$ cat config.mk
export PLATFORM = sky130hd
export DESIGN_NAME = elastic_pipe_buf
export DESIGN_NICKNAME = d
export VERILOG_FILES = /design/src/rtl/elastic_pipe_buf.sv
export SDC_FILE = /design/constraint.sdc
export NUM_CORES = 1
export LEC_CHECK = 0
export BUFFER_PORTS_ARGS = -buffer_cell sky130_fd_sc_hd__buf_2
export CORE_MARGIN = 4
export CORE_UTILIZATION = 55
export CTS_BUF_LIST = sky130_fd_sc_hd__clkbuf_16
export DETAILED_ROUTE_END_ITERATION = 12
export PLACE_DENSITY = 0.84
export SLEW_MARGIN = 10
export SYNTH_ARGS = -nofsm -noshare
export SYNTH_HDL_FRONTEND = slang
export SYNTH_SLANG_ARGS = --single-unit
$ cat constraint.sdc
create_clock -name clk -period 18.17 [get_ports clk]
set_input_delay 3.634 -clock clk [delete_from_list [all_inputs] [get_ports clk]]
set_output_delay 3.634 -clock clk [all_outputs]
set_load 0.1 [all_outputs]
$ cat src/rtl/elastic_pipe_buf.sv
// Elastic valid/ready buffer of DEPTH entries with synchronous flush and occupancy outputs.
// Optional performance counters are enabled by defining ELASTIC_PIPE_BUF_PERF_EN.
module elastic_pipe_buf #(
  parameter int unsigned WIDTH = 64,
  parameter int unsigned DEPTH = 2,
  parameter int unsigned CNT_W = $clog2(DEPTH + 1)
) (
  input  logic             clk,
  input  logic             rst,
  input  logic             flush_i,
  input  logic [WIDTH-1:0] in_data_i,
  input  logic             in_valid_i,
  output logic             in_ready_o,
  output logic [WIDTH-1:0] out_data_o,
  output logic             out_valid_o,
  input  logic             out_ready_i,
  output logic [CNT_W-1:0] count_o,
  output logic             full_o,
  output logic             empty_o
`ifdef ELASTIC_PIPE_BUF_PERF_EN
  ,
  output logic [31:0]      perf_bp_cycles_o,
  output logic [31:0]      perf_starve_cycles_o
`endif
);

  localparam int unsigned PtrW = (DEPTH > 1) ? $clog2(DEPTH) : 1;
  localparam logic [PtrW-1:0]  LastPtr  = PtrW'(DEPTH - 1);
  localparam logic [CNT_W-1:0] DepthCnt = CNT_W'(DEPTH);

  logic [WIDTH-1:0] mem_q [DEPTH];
  logic [PtrW-1:0]  rd_ptr_q, rd_ptr_d;
  logic [PtrW-1:0]  wr_ptr_q, wr_ptr_d;
  logic [CNT_W-1:0] count_q, count_d;
  logic             enq, deq;

  // Ready and valid come from registered count only, so no combinational path crosses the stage.
  assign in_ready_o  = (count_q < DepthCnt);
  assign out_valid_o = (count_q != '0);
  assign out_data_o  = mem_q[rd_ptr_q];
  assign count_o     = count_q;
  assign full_o      = (count_q == DepthCnt);
  assign empty_o     = (count_q == '0);

  assign enq = in_valid_i && in_ready_o && !flush_i;
  assign deq = out_valid_o && out_ready_i && !flush_i;

  always_comb begin
    rd_ptr_d = rd_ptr_q;
    wr_ptr_d = wr_ptr_q;
    count_d  = count_q;
    if (flush_i) begin
      rd_ptr_d = '0;
      wr_ptr_d = '0;
      count_d  = '0;
    end else begin
      if (enq) wr_ptr_d = (wr_ptr_q == LastPtr) ? '0 : wr_ptr_q + 1'b1;
      if (deq) rd_ptr_d = (rd_ptr_q == LastPtr) ? '0 : rd_ptr_q + 1'b1;
      case ({enq, deq})
        2'b10:   count_d = count_q + 1'b1;
        2'b01:   count_d = count_q - 1'b1;
        default: count_d = count_q;
      endcase
    end
  end

  always_ff @(posedge clk) begin
    if (rst) begin
      rd_ptr_q <= '0;
      wr_ptr_q <= '0;
      count_q  <= '0;
    end else begin
      rd_ptr_q <= rd_ptr_d;
      wr_ptr_q <= wr_ptr_d;
      count_q  <= count_d;
    end
  end

  // Payload storage is intentionally left out of reset.
  always_ff @(posedge clk) begin
    if (enq && !rst) mem_q[wr_ptr_q] <= in_data_i;
  end

`ifdef ELASTIC_PIPE_BUF_PERF_EN
  logic [31:0] bp_q, starve_q;

  // Saturating counters; flush deliberately leaves them intact.
  always_ff @(posedge clk) begin
    if (rst) begin
      bp_q     <= '0;
      starve_q <= '0;
    end else begin
      if (out_valid_o && !out_ready_i && (bp_q != '1)) bp_q <= bp_q + 1'b1;
      if (in_ready_o && !in_valid_i && empty_o && (starve_q != '1)) starve_q <= starve_q + 1'b1;
    end
  end

  assign perf_bp_cycles_o     = bp_q;
  assign perf_starve_cycles_o = starve_q;
`endif

`ifndef SYNTHESIS
  a_hold_valid : assert property (@(posedge clk) disable iff (rst)
      (in_valid_i && !in_ready_o && !flush_i) |=> (in_valid_i || flush_i));
  a_count_range : assert property (@(posedge clk) disable iff (rst) count_q <= DepthCnt);
`endif

endmodule

# Yosys cells after proc, flatten, opt, wreduce, memory -nomap -nowiden
# Memory sizes are Yosys's and may differ from the RTL's. A register that Yosys moved wholly into a read port is not among the register bits.
# Index checks and enable logic that the tools add are counted.
# totals
ff_bits,4
ram_bits,128
in_bits,69
output_inout_bits,70
elab_cells,30
n_memories,1
# mem_list
name,words,width,read_ports,rd_clocked_by_memory_dff,write_ports,line,rtl
mem_q,2,64,1,1,1,31,logic [WIDTH-1:0] mem_q [DEPTH];
# op_classes
addsub,4
magnitude_cmp,1
eq_ne,3
n_mux,7
n_reduce_logical,11
# ops
op,n
2-to-1 mux 1 bit,6
logical AND 1 bit,5
"equality test 2 bit, second input constant",2
one-hot mux 2 bit (2 select lines),1
nonzero test 2 bit,2
"adder 1 bit, second input constant",2
"adder 2 x 1 -> 2 bit, second input constant",1
"equality test 2 x 1 -> 1 bit, second input constant",1
zero test 1 bit,2
zero test 2 bit,1
"< comparator 2 bit, second input constant",1
OR reduction 2 bit,1
"subtractor 2 x 1 -> 2 bit, second input constant",1

# Longest topological paths before layout
# Gate-level depths: netlist of the first run.
# depth
word_depth,6
mapped_depth,6
ltp_nobuf,6

# Worst setup path after synthesis of the first run
# Ideal clock, no wire load.
# synth_path
path_type,input-to-reg
from,input port flush_i
to,"memory mem_q[1][0], enable pin"
setup_time_ns,0.665
arrival_ns,10.375
required_time_ns,17.505
setup_slack_ns,7.130
stages,2
n_path_buf,0
path_cell_list,nand2b_1 > nor4b_1
# synth_between
elab_chain_cells,5
# synth_lines
element,line,rtl
from (decl),10,"input logic flush_i,"
zero test 1 bit,45,assign enq = in_valid_i && in_ready_o && !flush_i;
logical AND 1 bit,45,
logical AND 1 bit,81,if (enq && !rst) mem_q[wr_ptr_q] <= in_data_i;
2-to-1 mux 1 bit,81,
2-to-1 mux 1 bit (not written as such),81,
to (decl),31,
# No other way between the ends.

==> results of run 1 <==
-- worst max-delay path, stage by stage (launching register included) --
cell     delay [ns]
dfxtp_2        0.71
buf_4          0.55
mux2_2         0.41
buf_2          0.30
-- power by group through the flow --
stage                     sequential (uW)  combinational (uW)  clock [uW]
after floorplan                       352                46.0           0
after global placement                351                61.5           0
after detailed placement              351                62.6           0
after CTS                             345                62.9         368
after global routing                  345                65.2         386
final                                 345                62.6         362
-- stage by stage --
| step | cells | util | power [uW] | instance area, um^2 |
|---|---|---|---|---|
| floorplan | 227 | - | 398 | 4850 |
| detailed placement | 468 | 0.678 | 414 | 5680 |
| CTS | 500 | 0.754 | 775 | 6320 |
| global route | 500 | 0.754 | 796 | 6320 |
| finish | 500 | 0.754 | 769 | 6320 |
| global placement | 468 | 0.678 | 412 | 5680 |
-- registers in the layout (all words and copies together) (netlist names), named ones only --
name	cells
wr_ptr_q	1
mem_q	128
count_o	2
rd_ptr_q	1
-- cell usage in the layout, fill, tap and decap left out, types with 2 or more instances in the layout --
cell type and count:
buf_2 138, edfxtp_1 128, mux2_2 64, clkbuf_16 17
bufinv_16 5, buf_4 5, inv_1 4, nor3_1 4
clkinv_4 4, dfxtp_1 4, o21ai_0 2, nor2_1 2
nand2b_1 2, xor2_1 2, xnor2_1 2, clkinv_2 2
-- final cells by class --
cell class | count | share of cell area
clock buffers | 17 | 0.0673
clock inverters | 15 | 0.0338
inverters | 2 | 0.00119
well taps | 105 | 0.0208
flip-flops and latches | 133 | 0.624
multi-input cells | 85 | 0.138
repair buffers | 143 | 0.115
-- worst paths after layout --
path / from / to / cells past startpoint
max reg2reg: count_o[1]$_SDFFE_PP0P_ / count_o[1]$_SDFFE_PP0P_ / 5
min reg2reg: rd_ptr_q$_SDFFE_PP0P_ / rd_ptr_q$_SDFFE_PP0P_ / 2
max: register / out_data_o[46] / 3
min: rd_ptr_q$_SDFFE_PP0P_ / rd_ptr_q$_SDFFE_PP0P_ / 2
-- cells by family (layout without fill, tap and decap cells) --
group,Yosys count,in the layout,synth area share
XOR/XNOR,4,4,0.00723
multiplexers,64,64,0.149
AND/OR/NAND/NOR,13,13,0.0152
adder cells (fa/ha/maj),1,1,0.00258
flip-flops,133,133,0.814
AO/OA/AOI/OAI,3,3,0.00362
buffers and inverters,9,177,0.00878
-- routing by layer --
| metal | vias up | GRT usage |
|---|---|---|
| li1 | 1216 | - |
| met1 | 1262 | 0.205 |
| met2 | 101 | 0.311 |
| met3 | 9 | 0.0689 |
| met4 | 0 | 0.0696 |
| met5 | - | 0 |
==> impl_metrics.csv, run 1 <==
group,metric,value,unit
synthesis,syn_area,0.00485,mm^2
drt,dr_wl_met2,4.74,mm
critical_path,crit_fanout,39,
die,fp.dieArea,0.0104,mm^2
critical_path,cp.required,14.54,ns
drt,drc,0,
sta,setup_viol,0,
final_layout,multi_input_area,872,um^2
sta,finClkSkew,0.0118,ns
global_route,grt_max_degree,48,
global_route,grt_util_all_layers,0.181,
critical_path,startpoint_type,"register",
critical_path,arrival,2.39,ns
place,detailed_place_hpwl,5.80,mm
drt,dr.pass1.iters,4,
clock_network,holdBufCountCts,0,
drt,wl_per_cell,18.0,um
clock_network,cts_sinks,133,
clock_network,htree_levels,4,
synthesis,synthCells,227,
sta,post-route-period-util,0.331,
power_and_ir_drop,leakagePower,0.00237,uW
sta,fin_hold_ws,0.562,ns
synthesis,synth_cell_types,18,
die,start_util,0.578,
job,maxCapViolCount,0,
synthesis,ys_top_cells_by_count,"128 x edfxtp_1, 64 x mux2_2, 7 x buf_2, 5 x dfxtp_1, 4 x nor3_1",
global_route,grt_antenna_before_repair,0,
synthesis,synth_area_leaders,"edfxtp_1 79%, mux2_2 15%, dfxtp_1 2.1%, buf_2 0.72%, nor3_1 0.41%",
sta,final-hold-violation-count,0,
outcome,status,"completed",
place,io_buffers,138,
critical_path,crit_type,"register to primary output",
clock_network,insertion_delay,0.40,ns
place,gp_congestion,0.697,
clock_network,cts-root-buf,"clkbuf_16",
clock_network,clk_path_buf_depth,2,
final_layout,seq_area,0.00395,mm^2
final_layout,area_growth,30.5,%
synthesis,yosysTopAreaCell,"edfxtp_1",
sta,slew_headroom,0.581,
place,post-place-ws,12.53,ns
synthesis,synth_most_common_cell,"edfxtp_1",
clock_network,ctsResizeCount,0,
power_and_ir_drop,p_seq_frac,0.448,
final_layout,drive_above_1_share,0.608,
die,core,0.00838,mm^2
final_layout,diodes,0,
drt,vias,2588,
final_layout,n_fill_cell,501,
drt,wl_met1,3.47,mm
critical_path,critPathCaptureType,"primary output",
clock_network,cts_buffers,17,
synthesis,ys_ff_latch,133,
sta,worst_slack,12.15,ns
synthesis,netlist.area_leader.share,0.793,
drt,post_drt_via_cell_ratio,5.18,
sta,tightest_slew,0.628,ns
synthesis,synth_warnings,0,
power_and_ir_drop,power_frac_clock,0.470,
power_and_ir_drop,ir_drop,0.0000926,V
die,die_h,102,um
drt,dr_wl_met3,720,um
critical_path,rrSetupSlack,16.34,ns
sta,min_period,6.02,ns
global_route,grt.overflow.total,0,
sta,tns,0,ns
power_and_ir_drop,p_sw,171,uW
global_route,grt_pass1_wl,13.7,mm
synthesis,syn_avg_cell_area,21.3,um^2
synthesis,ys_async_sr_fraction,0,
clock_network,clk_pin_slew_worst_paths,0.05,ns
drt,drt-total-wl,9.00,mm
drt,drtAntennaViolNets,0,
die,rows,33,
clock_network,tritoncts,"built",
clock_network,cts_setup_buffers,0,
sta,maxSlewViolCount,0,
synthesis,synthesis.nets,297,
power_and_ir_drop,intPower,598,uW
synthesis,synth-edff-count,128,
synthesis,synth_flop_cell,"edfxtp_1",
drt,top_layer,"met4",
power_and_ir_drop,swShare,0.222,
sta,fmax,0.166,GHz
worst_hold_path,min_path_type,"register to register",
die,ioPinCount,139,
synthesis,ys_seq_area_frac,0.814,
final_layout,nets,452,
sta,grt_setup_unrepaired,"no",
global_route,first_global_vias,2805,
power_and_ir_drop,powerDensity,122,mW/mm^2
drt,first_iter_violations,130,
power_and_ir_drop,comb_power_share,0.081,
die,fp.dieW,102,um
Power figures use the tool's default switching activity.
==> inputs of run 2 (changes only) <==
CORE_UTILIZATION = 46   (was 55)
PLACE_DENSITY = 0.75   (was 0.84)
clock period = 4.9 ns   (was 18.17 ns; I/O delays follow)
==> impl_metrics.csv, run 2 (synthesis results as in run 1) <==
group,metric,value,unit
outcome,status,"completed",
critical_path,crit_fanout,48,
place,io_buffers,138,
critical_path,r2r_start,"count_o[1]$_SDFFE_PP0P_",
power_and_ir_drop,leakagePower,0.00236,uW
sta,min_period,3.50,ns
clock_network,htree_levels,4,
clock_network,cts_sinks,133,
clock_network,clk_pin_slew_worst_paths,0.06,ns
critical_path,cp.required,3.92,ns
final_layout,seq_area,0.00395,mm^2
drt,wl_per_cell,16.5,um
drt,drt-total-wl,8.76,mm
drt,first_iter_violations,148,
global_route,grt_max_degree,49,
critical_path,arrival,2.52,ns
clock_network,ctsResizeCount,0,
clock_network,tritoncts,"built",
drt,vias,2584,
power_and_ir_drop,comb_power_share,0.083,
final_layout,nets,453,
power_and_ir_drop,intPower,2170,uW
place,gp_congestion,0.730,
final_layout,final_util,0.619,
die,start_util,0.472,
die,fp.dieW,111,um
global_route,grt.overflow.total,0,
sta,setup_viol,0,
power_and_ir_drop,ir_drop,0.000209,V
power_and_ir_drop,p_sw,633,uW
clock_network,cts_setup_buffers,0,
power_and_ir_drop,power_frac_clock,0.461,
sta,post-route-period-util,0.715,
clock_network,holdBufCountCts,0,
global_route,grt_pass1_wl,14.1,mm
worst_hold_path,min-delay-start,"rd_ptr_q$_SDFFE_PP0P_",
die,core,0.0103,mm^2
sta,tns,0,ns
final_layout,multi_input_area,890,um^2
final_layout,top_register,"mem_q",
sta,worst_slack,1.40,ns
sta,grt_setup_unrepaired,"no",
sta,tightest_slew,1.19,ns
clock_network,cts-root-buf,"clkbuf_16",
power_and_ir_drop,powerDensity,440,mW/mm^2
global_route,first_global_vias,2763,
final_layout,final_common_cell,"buf_2",
critical_path,rrSetupSlack,3.04,ns
drt,drc,0,
worst_hold_path,hold_path_depth,2,
critical_path,r2r_end,"count_o[1]$_SDFFE_PP0P_",
critical_path,slowest_delay,1.10,ns
clock_network,cts_buffers,17,
global_route,grt_antenna_before_repair,0,
sta,fmax,0.286,GHz
die,rows,37,
critical_path,startpoint_type,"register",
job,maxCapViolCount,0,
final_layout,area_growth,31.3,%
sta,maxSlewViolCount,0,
critical_path,crit_type,"register to primary output",
final_layout,diodes,0,
power_and_ir_drop,swShare,0.226,
die,fp.dieArea,0.0122,mm^2
drt,drtAntennaViolNets,0,
worst_hold_path,min_path_type,"register to register",
sta,final-hold-violation-count,0,
critical_path,critPathCaptureType,"primary output",
clock_network,clk_path_buf_depth,2,
power_and_ir_drop,fin_total_pwr,2800,uW
place,post-place-ws,1.79,ns
power_and_ir_drop,p_seq_frac,0.457,
clock_network,insertion_delay,0.41,ns
final_layout,largest_reg_flops,128,
die,ioPinCount,139,
final_layout,final_cell_mix,"138 x buf_2, 128 x edfxtp_1, 64 x mux2_2, 17 x clkbuf_16, 6 x buf_4",
place,detailed_place_hpwl,5.75,mm
sta,finClkSkew,0.0153,ns
critical_path,worst-path-buf-inv,2,
final_layout,drive_above_1_share,0.609,
critical_path,cp_top_family,"flip-flops",
critical_path,cp_cell_sequence,"buf_4 > mux2_2 > buf_2",
global_route,grt_util_all_layers,0.150,
sta,slew_headroom,0.205,
critical_path,r2r_cells,5,
die,die_h,111,um
final_layout,n_fill_cell,764,
drt,dr.pass1.iters,4,
drt,post_drt_via_cell_ratio,4.86,
critical_path,crit_slowest_cell,"dfxtp_2",
[run 2: cell types whose count changed in the layout (fill, tap and decap cells not counted), sizes merged]
cell | before | now
buf | 143 | 144
bufinv | 5 | 4
clkinvlp | 1 | 3
clkinv | 7 | 6
[run 2: worst register-to-register path, stage by stage (launching register included)]
cell and delay (ns):
dfxtp_1 0.55, o21ai_0 0.25, nor2_1 0.13, ha_1 0.26, or3_1 0.35, a211oi_1 0.22
[run 2: worst max-delay path by stage]
stage | depth (start not counted) | slack, ns | endpoint
2_1_floorplan | 2 | 0.55 | full_o
3_3_place_gp | 3 | 1.81 | out_data_o[60]
3_5_place_dp | 3 | 1.79 | out_data_o[26]
4_1_cts | 3 | 1.34 | out_data_o[26]
5_1_grt | 3 | 1.25 | out_data_o[19]
6_report | 3 | 1.40 | out_data_o[62]
[run 2: power by group through the flow]
stage / clock [uW] / sequential, uW / combinational (uW)
after global routing: 1380 / 1280 / 241
after floorplan: 0 / 1300 / 172
after global placement: 0 / 1300 / 228
final: 1290 / 1280 / 231
after CTS: 1320 / 1280 / 233
after detailed placement: 0 / 1300 / 232
[run 2: routing by layer]
layer | GRT usage | vias to the layer above | wire, um
li1 | - | 1212 | -
met1 | 0.178 | 1254 | 3710
met2 | 0.251 | 111 | 4300
met3 | 0.0636 | 7 | 697
met4 | 0.0443 | 0 | 48
met5 | 0 | - | 0
[run 2: metrics by stage]
stage                     hold slack (ns)  cell area, um^2  instances
after floorplan                     0.520             4880        227
after CTS                           0.578             6360        532
after global routing                0.591             6360        532
final                               0.560             6360        532
after global placement              0.537             5750        500
after detailed placement            0.561             5750        500
[run 2: final cells by class]
class / instances / area share
Clock buffer: 17 / 0.0669
Tap cell: 136 / 0.0267
Clock inverter: 15 / 0.0299
Multi-Input combinational cell: 85 / 0.140
Inverter: 2 / 0.00118
Timing Repair Buffer: 144 / 0.116
Sequential cell: 133 / 0.620
